===== src/rtl/dpd_adapt_ctrl_pkg.sv =====
// Shared types and constants for the DPD adaptation sequencer.
// State encoding, narrow width aliases and the burst counter sizing helper.
package dpd_adapt_ctrl_pkg;

    typedef logic [3:0]  u4;
    typedef logic [23:0] u24;

    typedef enum logic [2:0] {
        IDLE,
        WAIT,
        ARM,
        ADAPT,
        GAP,
        DONE
    } dpd_ctrl_st_t;

    // Shortest low window the dpd core can still edge-detect between bursts.
    localparam int DPD_MIN_GAP = 3;

    function automatic int cnt_width(input int adapt_len, input int gap_len);
        int m;
        m = (adapt_len > gap_len) ? adapt_len : gap_len;
        return (m > 1) ? $clog2(m) : 1;
    endfunction

endpackage


===== src/rtl/dpd_adapt_ctrl_period_timer.sv =====
// Auto-repeat period down-counter: one expire pulse every period_i cycles while enabled.
// Disabled (auto_en=0 or period_i=0) keeps the counter reloaded with period_i.
module dpd_period_timer
    import dpd_adapt_ctrl_pkg::*;
#(
    parameter int PERIOD_W = 24
) (
    input  logic                clk,
    input  logic                reset_b,
    input  logic                auto_en,
    input  logic [PERIOD_W-1:0] period_i,
    output logic                expire
);

    logic [PERIOD_W-1:0] cnt;
    logic                run;

    assign run    = auto_en && (period_i != '0);
    assign expire = run && (cnt == PERIOD_W'(1));

    // Reset leaves the counter at 0; the first running cycle loads period_i.
    always_ff @(posedge clk or negedge reset_b) begin
        if (!reset_b) begin
            cnt <= '0;
        end else if (!run || (cnt <= PERIOD_W'(1))) begin
            cnt <= period_i;
        end else begin
            cnt <= cnt - PERIOD_W'(1);
        end
    end

endmodule


===== src/rtl/dpd_adapt_ctrl.sv =====
// DPD LMS adaptation sequencer: merges sw/periodic requests, waits for a TX gap,
// then drives N bursts of dpd_adapt. Optional WAIT watchdog under DPD_ADAPT_WDOG_EN.
module dpd_adapt_ctrl
    import dpd_adapt_ctrl_pkg::*;
#(
    parameter int ADAPT_LEN = 1024,
    parameter int GAP_LEN   = 16,
    parameter int PERIOD_W  = 24
) (
    input  logic                clk,
    input  logic                reset_b,
    input  logic                sw_req,
    input  logic                auto_en,
    input  logic [PERIOD_W-1:0] period_i,
    input  logic [3:0]          n_iter_i,
    input  logic                tx_gap,
    input  logic                abort,
    output logic                dpd_adapt,
    output logic                busy,
    output logic                done,
    output logic                aborted,
    output logic [3:0]          iter_cnt,
    output logic [15:0]         campaign_cnt,
    output dpd_ctrl_st_t        dbg_state
`ifdef DPD_ADAPT_WDOG_EN
    ,
    output logic                wdog_err
`endif
);

    localparam int GAP_EFF = (GAP_LEN < DPD_MIN_GAP) ? DPD_MIN_GAP : GAP_LEN;
    localparam int CNT_W   = cnt_width(ADAPT_LEN, GAP_EFF);

    dpd_ctrl_st_t     state;
    dpd_ctrl_st_t     next_state;
    logic [CNT_W-1:0] burst_cnt;
    logic             pending;
    logic             abort_q;
    logic             abort_hit;
    logic             tx_gap_q;
    u4                n_iter_q;
    logic             expire;
    logic             adapt_end;
    logic             gap_end;
    logic             last_iter;
    logic             wdog_fire;

    dpd_period_timer #(
        .PERIOD_W (PERIOD_W)
    ) u_timer (
        .clk      (clk),
        .reset_b  (reset_b),
        .auto_en  (auto_en),
        .period_i (period_i),
        .expire   (expire)
    );

    assign abort_hit = abort_q || abort;
    assign adapt_end = (state == ADAPT) && (burst_cnt == CNT_W'(ADAPT_LEN - 1));
    assign gap_end   = (state == GAP) && (burst_cnt == CNT_W'(GAP_EFF - 1));
    assign last_iter = ((iter_cnt + 4'd1) == n_iter_q);

`ifdef DPD_ADAPT_WDOG_EN
    localparam int WDOG_LEN = 2**20;

    logic [19:0] wdog_cnt;

    assign wdog_fire = (state == WAIT) && !tx_gap_q && (wdog_cnt == 20'(WDOG_LEN - 1));

    always_ff @(posedge clk or negedge reset_b) begin
        if (!reset_b) begin
            wdog_cnt <= '0;
            wdog_err <= 1'b0;
        end else begin
            if ((state == WAIT) && !tx_gap_q) begin
                wdog_cnt <= wdog_cnt + 20'd1;
            end else begin
                wdog_cnt <= '0;
            end
            if (wdog_fire) begin
                wdog_err <= 1'b1;
            end else if (sw_req) begin
                wdog_err <= 1'b0;
            end
        end
    end
`else
    assign wdog_fire = 1'b0;
`endif

    always_comb begin
        next_state = state;
        unique case (state)
            IDLE:    if (pending) next_state = WAIT;
            WAIT: begin
                if (abort_hit || wdog_fire) begin
                    next_state = DONE;
                end else if (tx_gap_q) begin
                    next_state = ARM;
                end
            end
            ARM:     next_state = abort_hit ? DONE : ADAPT;
            ADAPT:   if (adapt_end) next_state = GAP;
            GAP:     if (gap_end) next_state = (last_iter || abort_hit) ? DONE : ADAPT;
            // A request held through the campaign skips IDLE to keep the low window short.
            DONE:    next_state = (pending && !abort_q) ? WAIT : IDLE;
            default: next_state = IDLE;
        endcase
    end

    always_ff @(posedge clk or negedge reset_b) begin
        if (!reset_b) begin
            state     <= IDLE;
            dpd_adapt <= 1'b0;
            tx_gap_q  <= 1'b0;
        end else begin
            state     <= next_state;
            dpd_adapt <= (next_state == ADAPT);
            tx_gap_q  <= tx_gap;
        end
    end

    always_ff @(posedge clk or negedge reset_b) begin
        if (!reset_b) begin
            burst_cnt <= '0;
        end else if (next_state != state) begin
            burst_cnt <= '0;
        end else if ((state == ADAPT) || (state == GAP)) begin
            burst_cnt <= burst_cnt + CNT_W'(1);
        end
    end

    // A new request in the consuming cycle wins, so back-to-back requests are not lost.
    always_ff @(posedge clk or negedge reset_b) begin
        if (!reset_b) begin
            pending <= 1'b0;
        end else if ((state == DONE) && abort_q) begin
            pending <= 1'b0;
        end else if (sw_req || expire) begin
            pending <= 1'b1;
        end else if ((next_state == WAIT) && (state != WAIT)) begin
            pending <= 1'b0;
        end
    end

    always_ff @(posedge clk or negedge reset_b) begin
        if (!reset_b) begin
            abort_q <= 1'b0;
        end else if (state == DONE) begin
            abort_q <= 1'b0;
        end else if ((abort && (state != IDLE)) || wdog_fire) begin
            abort_q <= 1'b1;
        end
    end

    always_ff @(posedge clk or negedge reset_b) begin
        if (!reset_b) begin
            n_iter_q     <= 4'd1;
            iter_cnt     <= 4'd0;
            campaign_cnt <= 16'd0;
        end else begin
            if (state == ARM) begin
                n_iter_q <= (n_iter_i == 4'd0) ? 4'd1 : n_iter_i;
                iter_cnt <= 4'd0;
            end else if (gap_end) begin
                iter_cnt <= iter_cnt + 4'd1;
            end
            if ((state == DONE) && !abort_q && (campaign_cnt != 16'hFFFF)) begin
                campaign_cnt <= campaign_cnt + 16'd1;
            end
        end
    end

    assign busy      = state inside {ARM, ADAPT, GAP, DONE};
    assign done      = (state == DONE) && !abort_q;
    assign aborted   = (state == DONE) && abort_q;
    assign dbg_state = state;

endmodule


===== config.mk =====
export PLATFORM = sky130hd
export DESIGN_NAME = dpd_adapt_ctrl
export DESIGN_NICKNAME = d
export VERILOG_FILES = /design/src/rtl/dpd_adapt_ctrl_pkg.sv /design/src/rtl/dpd_adapt_ctrl_period_timer.sv /design/src/rtl/dpd_adapt_ctrl.sv
export SDC_FILE = /design/constraint.sdc
export NUM_CORES = 1
export LEC_CHECK = 0
export ABC_CLOCK_PERIOD_IN_PS = 5250
export BUFFER_PORTS_ARGS = -buffer_cell sky130_fd_sc_hd__buf_2
export CAP_MARGIN = 20
export CORE_MARGIN = 8
export CORE_UTILIZATION = 60
export CTS_CLUSTER_SIZE = 24
export DETAILED_ROUTE_END_ITERATION = 6
export PLACE_DENSITY = 0.84
export RECOVER_POWER = 25
export SLEW_MARGIN = 25
export SYNTH_ARGS = -nofsm -noshare
export SYNTH_HDL_FRONTEND = slang
export SYNTH_SLANG_ARGS = --single-unit

===== constraint.sdc =====
create_clock -name clk -period 5.25 [get_ports clk]
set_clock_uncertainty 0.05 [all_clocks]
set_input_delay 0.7875 -clock clk [delete_from_list [all_inputs] [get_ports clk]]
set_output_delay 0.7875 -clock clk [all_outputs]
set_load 0.02 [all_outputs]

### Yosys cells after proc, flatten, opt, wreduce, memory -nomap -nowiden

Index checks and enable logic that the tools add are counted.

* flip-flop bits (word level): 65
* latch bits: 0
* bits in writable memories: 0
* bits in read-only memories: 0
* input port bits: 34
* output and inout port bits: 27
* word-level logic and storage cells: 75
* memories: 0

* $add $sub $neg: 4
* $mul: 0
* divide/modulo/power cells: 0
* magnitude comparators: 1
* eq/ne operators: 14
* shift-type cells: 0
* multiplexer cells: 20
* bitwise operators: 0
* reductions and logical operators: 26

Operator list (number)
* == test 24 x 1 -> 1 bit, second input constant: 1
* <= comparator 24 x 1 -> 1 bit, second input constant: 1
* 2-to-1 mux 24 bit: 1
* nonzero test 24 bit: 1
* subtractor 24 x 1 -> 24 bit, second input constant: 1
* 2-to-1 mux 3 bit: 7
* 2-to-1 mux 10 bit: 2
* case mux 3 bit (6 select lines): 1
* adder 16 x 1 -> 16 bit, second input constant: 1
* != test 16 bit, second input constant: 1
* 2-to-1 mux 4 bit: 3
* adder 10 x 1 -> 10 bit, second input constant: 1
* == test 10 bit, second input constant: 1
* == test 10 x 4 -> 1 bit, second input constant: 1
* logical AND 1 bit: 10
* == test 3 x 2 -> 1 bit, second input constant: 3
* == test 3 x 1 -> 1 bit, second input constant: 2
* == test 3 bit, second input constant: 2
* 2-to-1 mux 1 bit: 6
* nonzero test 2 bit: 3
* nonzero test 3 bit: 2
* logical OR 1 bit: 5
* adder 4 x 1 -> 4 bit, second input constant: 1
* == test 4 bit: 1
* 6 further kinds: 7

### Longest topological paths before layout

* depth after elaboration: 11
* depth in mapped cells: 8
* depth with buffers taken out: 7

### Cells and area by module

Synthesis repeated with hierarchy kept, for this count alone.

* cells, all modules: 360
* area, all modules: 3777.4 um^2

By module, submodules not included
* dpd_adapt_ctrl: times used 1, cells each 234, area an instance 2248.4 um^2, seq. area each 1027.2 um^2
* dpd_period_timer: times used 1, cells each 126, area an instance 1529.0 um^2, seq. area each 600.6 um^2

### Least setup slack after synthesis

OpenSTA, ideal clock, no wires.

* path kind: input to register
* start point: input port abort
* end point: register burst_cnt[0]
* setup time: 0.101 ns
* arrival time: 2.332 ns
* required time: 5.099 ns
* path slack: 2.766 ns
* cell stages on the path: 6
* buffers on the path: 1
* cell sequence: nor3b_1 or4b_2 and3_1 a311o_1 buf_2 nor4_1

* longest elaborated chain between the ends: 7
* elaborated cells between the ends (all ways): 10
* classes of those cells: 1 x eq/ne; 6 x mux; 3 x reduce/logical

RTL lines
* start: declaration: RTL line dpd_adapt_ctrl.sv:17 `input logic abort,`
* logical OR 1 bit (*): RTL line dpd_adapt_ctrl.sv:58 `assign abort_hit = abort_q || abort;`
* logical OR 1 bit: RTL line dpd_adapt_ctrl.sv:104 `GAP: if (gap_end) next_state = (last_iter || abort_hit) ? DONE : ADAPT;`
* 2-to-1 mux 3 bit (2 in a row): RTL line dpd_adapt_ctrl.sv:104
* case mux 3 bit (6 select lines) (*): RTL line dpd_adapt_ctrl.sv:93 `unique case (state)`
* != test 3 bit (*): RTL line dpd_adapt_ctrl.sv:126 `end else if (next_state != state) begin`
* 2-to-1 mux 10 bit or nonzero test 2 bit (tied branches)
* end signal: assignment: RTL line dpd_adapt_ctrl.sv:129 `burst_cnt <= burst_cnt + CNT_W'(1);`
* end: declaration: RTL line dpd_adapt_ctrl.sv:36 `logic [CNT_W-1:0] burst_cnt;`

Mark *: on every way between the ends. The rest lies on a longest branch, timed or not.
A chain may end at the register's enable or synchronous reset.

### Final worst setup path

* start point: register state[2], in the netlist dbg_state[2]
* end point: register burst_cnt[4]

* longest elaborated chain between the ends: 6
* elaborated cells between the ends (all ways): 18
* classes of those cells: 6 x eq/ne; 7 x mux; 5 x reduce/logical

RTL lines
* start: declaration: RTL line dpd_adapt_ctrl.sv:34 `dpd_ctrl_st_t state;`
* start signal: assignment: RTL line dpd_adapt_ctrl.sv:117 `state <= next_state;`
* == test 3 bit or == test 3 x 2 -> 1 bit (tied branches)
* logical AND 1 bit, on equally long branches: RTL line dpd_adapt_ctrl.sv:60, dpd_adapt_ctrl.sv:59
* 2-to-1 mux 3 bit, on equally long branches: RTL line dpd_adapt_ctrl.sv:104, dpd_adapt_ctrl.sv:103
* case mux 3 bit (6 select lines): RTL line dpd_adapt_ctrl.sv:93
* != test 3 bit: RTL line dpd_adapt_ctrl.sv:126
* 2-to-1 mux 10 bit or nonzero test 2 bit (tied branches)

Several ways; a longest one is shown, not always the timed one.

==> results by group <==
Status
  • Outcome: finished clean

STA
  • Worst hold slack: 460 ps
  • Tmin final: 2950 ps
  • Setup TNS: 0 ps
  • Max Transition Viols Final: 0
  • Max-slew headroom: 0.443
  • Unrepaired setup endpoints after global routing: false
  • Final setup vio count: 0
  • Final hold violation count: 0
  • F_max: 339 MHz
  • Worst Max-Slew Pin Slew: 833 ps
  • Setup WS post-layout: 2300 ps
  • Final period util: 0.562

Setup path
  • Slowest stage delay, CP: 600 ps
  • Worst r2r src: dbg_state[2]$_DFF_PN0_
  • Worst Setup SP: dbg_state[2]$_DFF_PN0_
  • CP Data Arrival Time: 3080 ps
  • CP endpoint kind: register
  • Worst Path Max Fanout: 15
  • Slowest CP cell: dfrtp_1
  • FF-to-FF End: burst_cnt[4]$_DFFE_PN0P_
  • Setup crit end: burst_cnt[4]$_DFFE_PN0P_
  • Startpoint Class: register
  • Crit Path Class: register to register
  • Reg2reg path depth: 5
  • Req. time, crit path: 5380 ps
  • WP depth: 5
  • Register-to-register setup slack: 2300 ps
  • Bufs and invs on worst path: 0
  • Ordered cell list for the critical path: nor3b_1, nand4_1, a311oi_1, a311o_1, nor4_1
  • CP delay by family, top: simple AND/OR/NAND/NOR gates

Drt
  • First drt pass iteration count: 4
  • M1 WL: 3660 um
  • Routed met3 length: 387 um
  • Total Wirelength: 8070 um
  • Max layer used: met4
  • Via-to-Cell Ratio: 5.88
  • Iteration-0 DRC Markers: 177
  • Routed Antenna Nets: 0
  • Routed vias: 2874
  • DRC: 0
  • WL/cell: 16.5 um
  • Metal2 WL: 3930 um

Die
  • I/O pin count: 61
  • DIE WIDTH: 94.6 um
  • FP Rows: 28
  • Core ar.: 5960 um2
  • Die ar.: 8950 um2
  • Die extent in y: 94.6 um
  • Initial Utilization: 0.622

Cells and area
  • Fillers: 437
  • Design area: 4220 um2
  • Non-filler instance count after layout: 489
  • Multi-input combinational cell area: 1970 um2
  • Share of layout cells above drive strength 1: 0.275
  • Layout Utilization: 0.708
  • Nets: 449
  • Register area: 1630 um2
  • Ant diodes: 0
  • Layout area overhead: 13.8%

Global route
  • Largest net degree at the start of global routing: 66
  • Total gr overflow: 0
  • Number of global-route vias before repair: 2851
  • GR Util All Layers: 0.190
  • Initial antenna violation count: 0
  • First-pass GRT wire length: 13600 um

Clocking
  • Post-CTS setup buffers: 0
  • CTS tree: yes
  • Clock tree buffer depth: 2
  • Reg clk slew, reported paths: 80 ps
  • Post_cts resized: 0
  • Cts bufs inserted: 9
  • Post-CTS Hold Buffers: 0
  • Worst-Skew Late Latency: 340 ps
  • CTS sink cnt: 65
  • H-tree depth: 3
  • Root Driver: clkbuf_8

Power and ir drop
  • Leak pwr: 1.89 nW
  • Pwr dens: 370 nW/um2
  • Internal power: 971 uW
  • VDD IR max: 0.273 mV
  • Total power: 1.56 mW
  • Flop pwr share: 0.438
  • Clock share of power: 0.251
  • Sw Pwr: 589 uW
  • Combinational share of power: 0.311
  • Sw Ratio: 0.378

Synthesis
  • Synth Area per Inst: 10.7 um2
  • Synth top area cells: dfrtp_1, xnor2_1, mux2_4
  • Post-synthesis async set-or-reset flop share: 1.00
  • Most frequent cells after synthesis: dfrtp_1, xnor2_1, nor2_1, nor4_1, mux2_4
  • Post-synthesis sequential area ratio: 0.439
  • Yosys reg bits: 65
  • Synthesized area: 3710 um2
  • Prevailing post-synth register cell: dfrtp_1
  • Post-synth EDFFs: 0
  • Post-Syn Instances: 346
  • Post-synth net total: 386
  • Distinct cells, synth: 48
  • Top-count cell post-synth: dfrtp_1
  • Synth Warn #: 0
  • Share of the synthesized area in the top cell type: 0.432
  • Yosys top cell by area: dfrtp_1

Place
  • Placed Cells: 473
  • Setup WS pre-CTS: 2380 ps
  • Placement Cell Area: 4040 um2
  • DP HPWL: 5940 um
  • GPL Wtd Cong: 0.806
  • IO buf count: 60

Run
  • Max-cap violations: 0

Hold path
  • Min-Delay Path Class: register to register
## metal layers
| metal | vias to the layer above | GRT usage |
|---|---|---|
| li1 | 1400 | - |
| met1 | 1382 | 0.247 |
| met2 | 82 | 0.307 |
| met3 | 10 | 0.0468 |
| met4 | 0 | 0.0572 |
| met5 | - | 0 |
## how the worst min path moves through the flow
stage | start | end | slack, ps | cells after the start
6_report | campaign_cnt[5]$_DFFE_PN0P_ | campaign_cnt[5]$_DFFE_PN0P_ | 460 | 1
3_3_place_gp | campaign_cnt[5]$_DFFE_PN0P_ | campaign_cnt[5]$_DFFE_PN0P_ | 420 | 1
3_5_place_dp | campaign_cnt[5]$_DFFE_PN0P_ | campaign_cnt[5]$_DFFE_PN0P_ | 430 | 1
2_1_floorplan | reset_b | abort_q$_DFFE_PN0P_ | 440 | 0
5_1_grt | n_iter_q[0]$_DFFE_PN1P_ | n_iter_q[0]$_DFFE_PN1P_ | 470 | 2
4_1_cts | campaign_cnt[5]$_DFFE_PN0P_ | campaign_cnt[5]$_DFFE_PN0P_ | 450 | 1
## final cells by class
| class | count | area share |
|---|---|---|
| tap | 75 | 0.0222 |
| clock inverter | 6 | 0.0101 |
| clock buffer | 10 | 0.0326 |
| sequential | 65 | 0.386 |
| inverter | 7 | 0.00623 |
| timing repair buffer | 63 | 0.0765 |
| multi-input combinational | 263 | 0.466 |
## layout by cell type (no fill, tap or decap), types with 3 or more instances in the layout
cell type	count
inv_1	7
ha_1	6
xnor2_1	36
nor2b_1	4
nor4_1	21
dfrtp_1	64
nand3_1	10
nand4_1	15
clkbuf_8	10
nand2_1	16
xor2_1	17
and4_1	5
o21ai_0	10
nor3_1	16
and3_1	4
mux2i_1	3
a21oi_1	9
or3_1	7
nand2b_1	3
o31ai_1	3
buf_4	3
buf_2	60
mux2_2	9
mux2_4	19
nor2_1	21
nor3b_1	4
## worst register-to-register path, stage by stage, from the launching register on
cell	delay [ps]
dfrtp_1	600
nor3b_1	560
nand4_1	380
a311oi_1	590
a311o_1	480
nor4_1	130
## flip-flops by register name, summed over array words and instances, names as in the netlist
| name | cells |
|---|---|
| n_iter_q | 4 |
| iter_cnt | 4 |
| dpd_adapt | 1 |
| burst_cnt | 10 |
| abort_q | 1 |
| campaign_cnt | 16 |
| pending | 1 |
| u_timer.cnt | 24 |
| dbg_state | 3 |
| tx_gap_q | 1 |
## power by group through the flow
stage	Combinational, mW	Sequential (mW)	Clock (mW)
floorplan	0.362	0.677	0
global placement	0.470	0.685	0
detailed placement	0.482	0.690	0
CTS	0.486	0.680	0.400
global route	0.530	0.697	0.427
finish	0.486	0.682	0.391
## logic make-up after synthesis
logic type | Yosys count | synth area share
simple gates | 138 | 0.212
flops | 65 | 0.439
xor+xnor | 53 | 0.125
compound gates | 35 | 0.0608
mux | 31 | 0.112
buf+inv | 18 | 0.0297
fa+ha+maj | 6 | 0.0203
(Power assumes the default switching activity.)
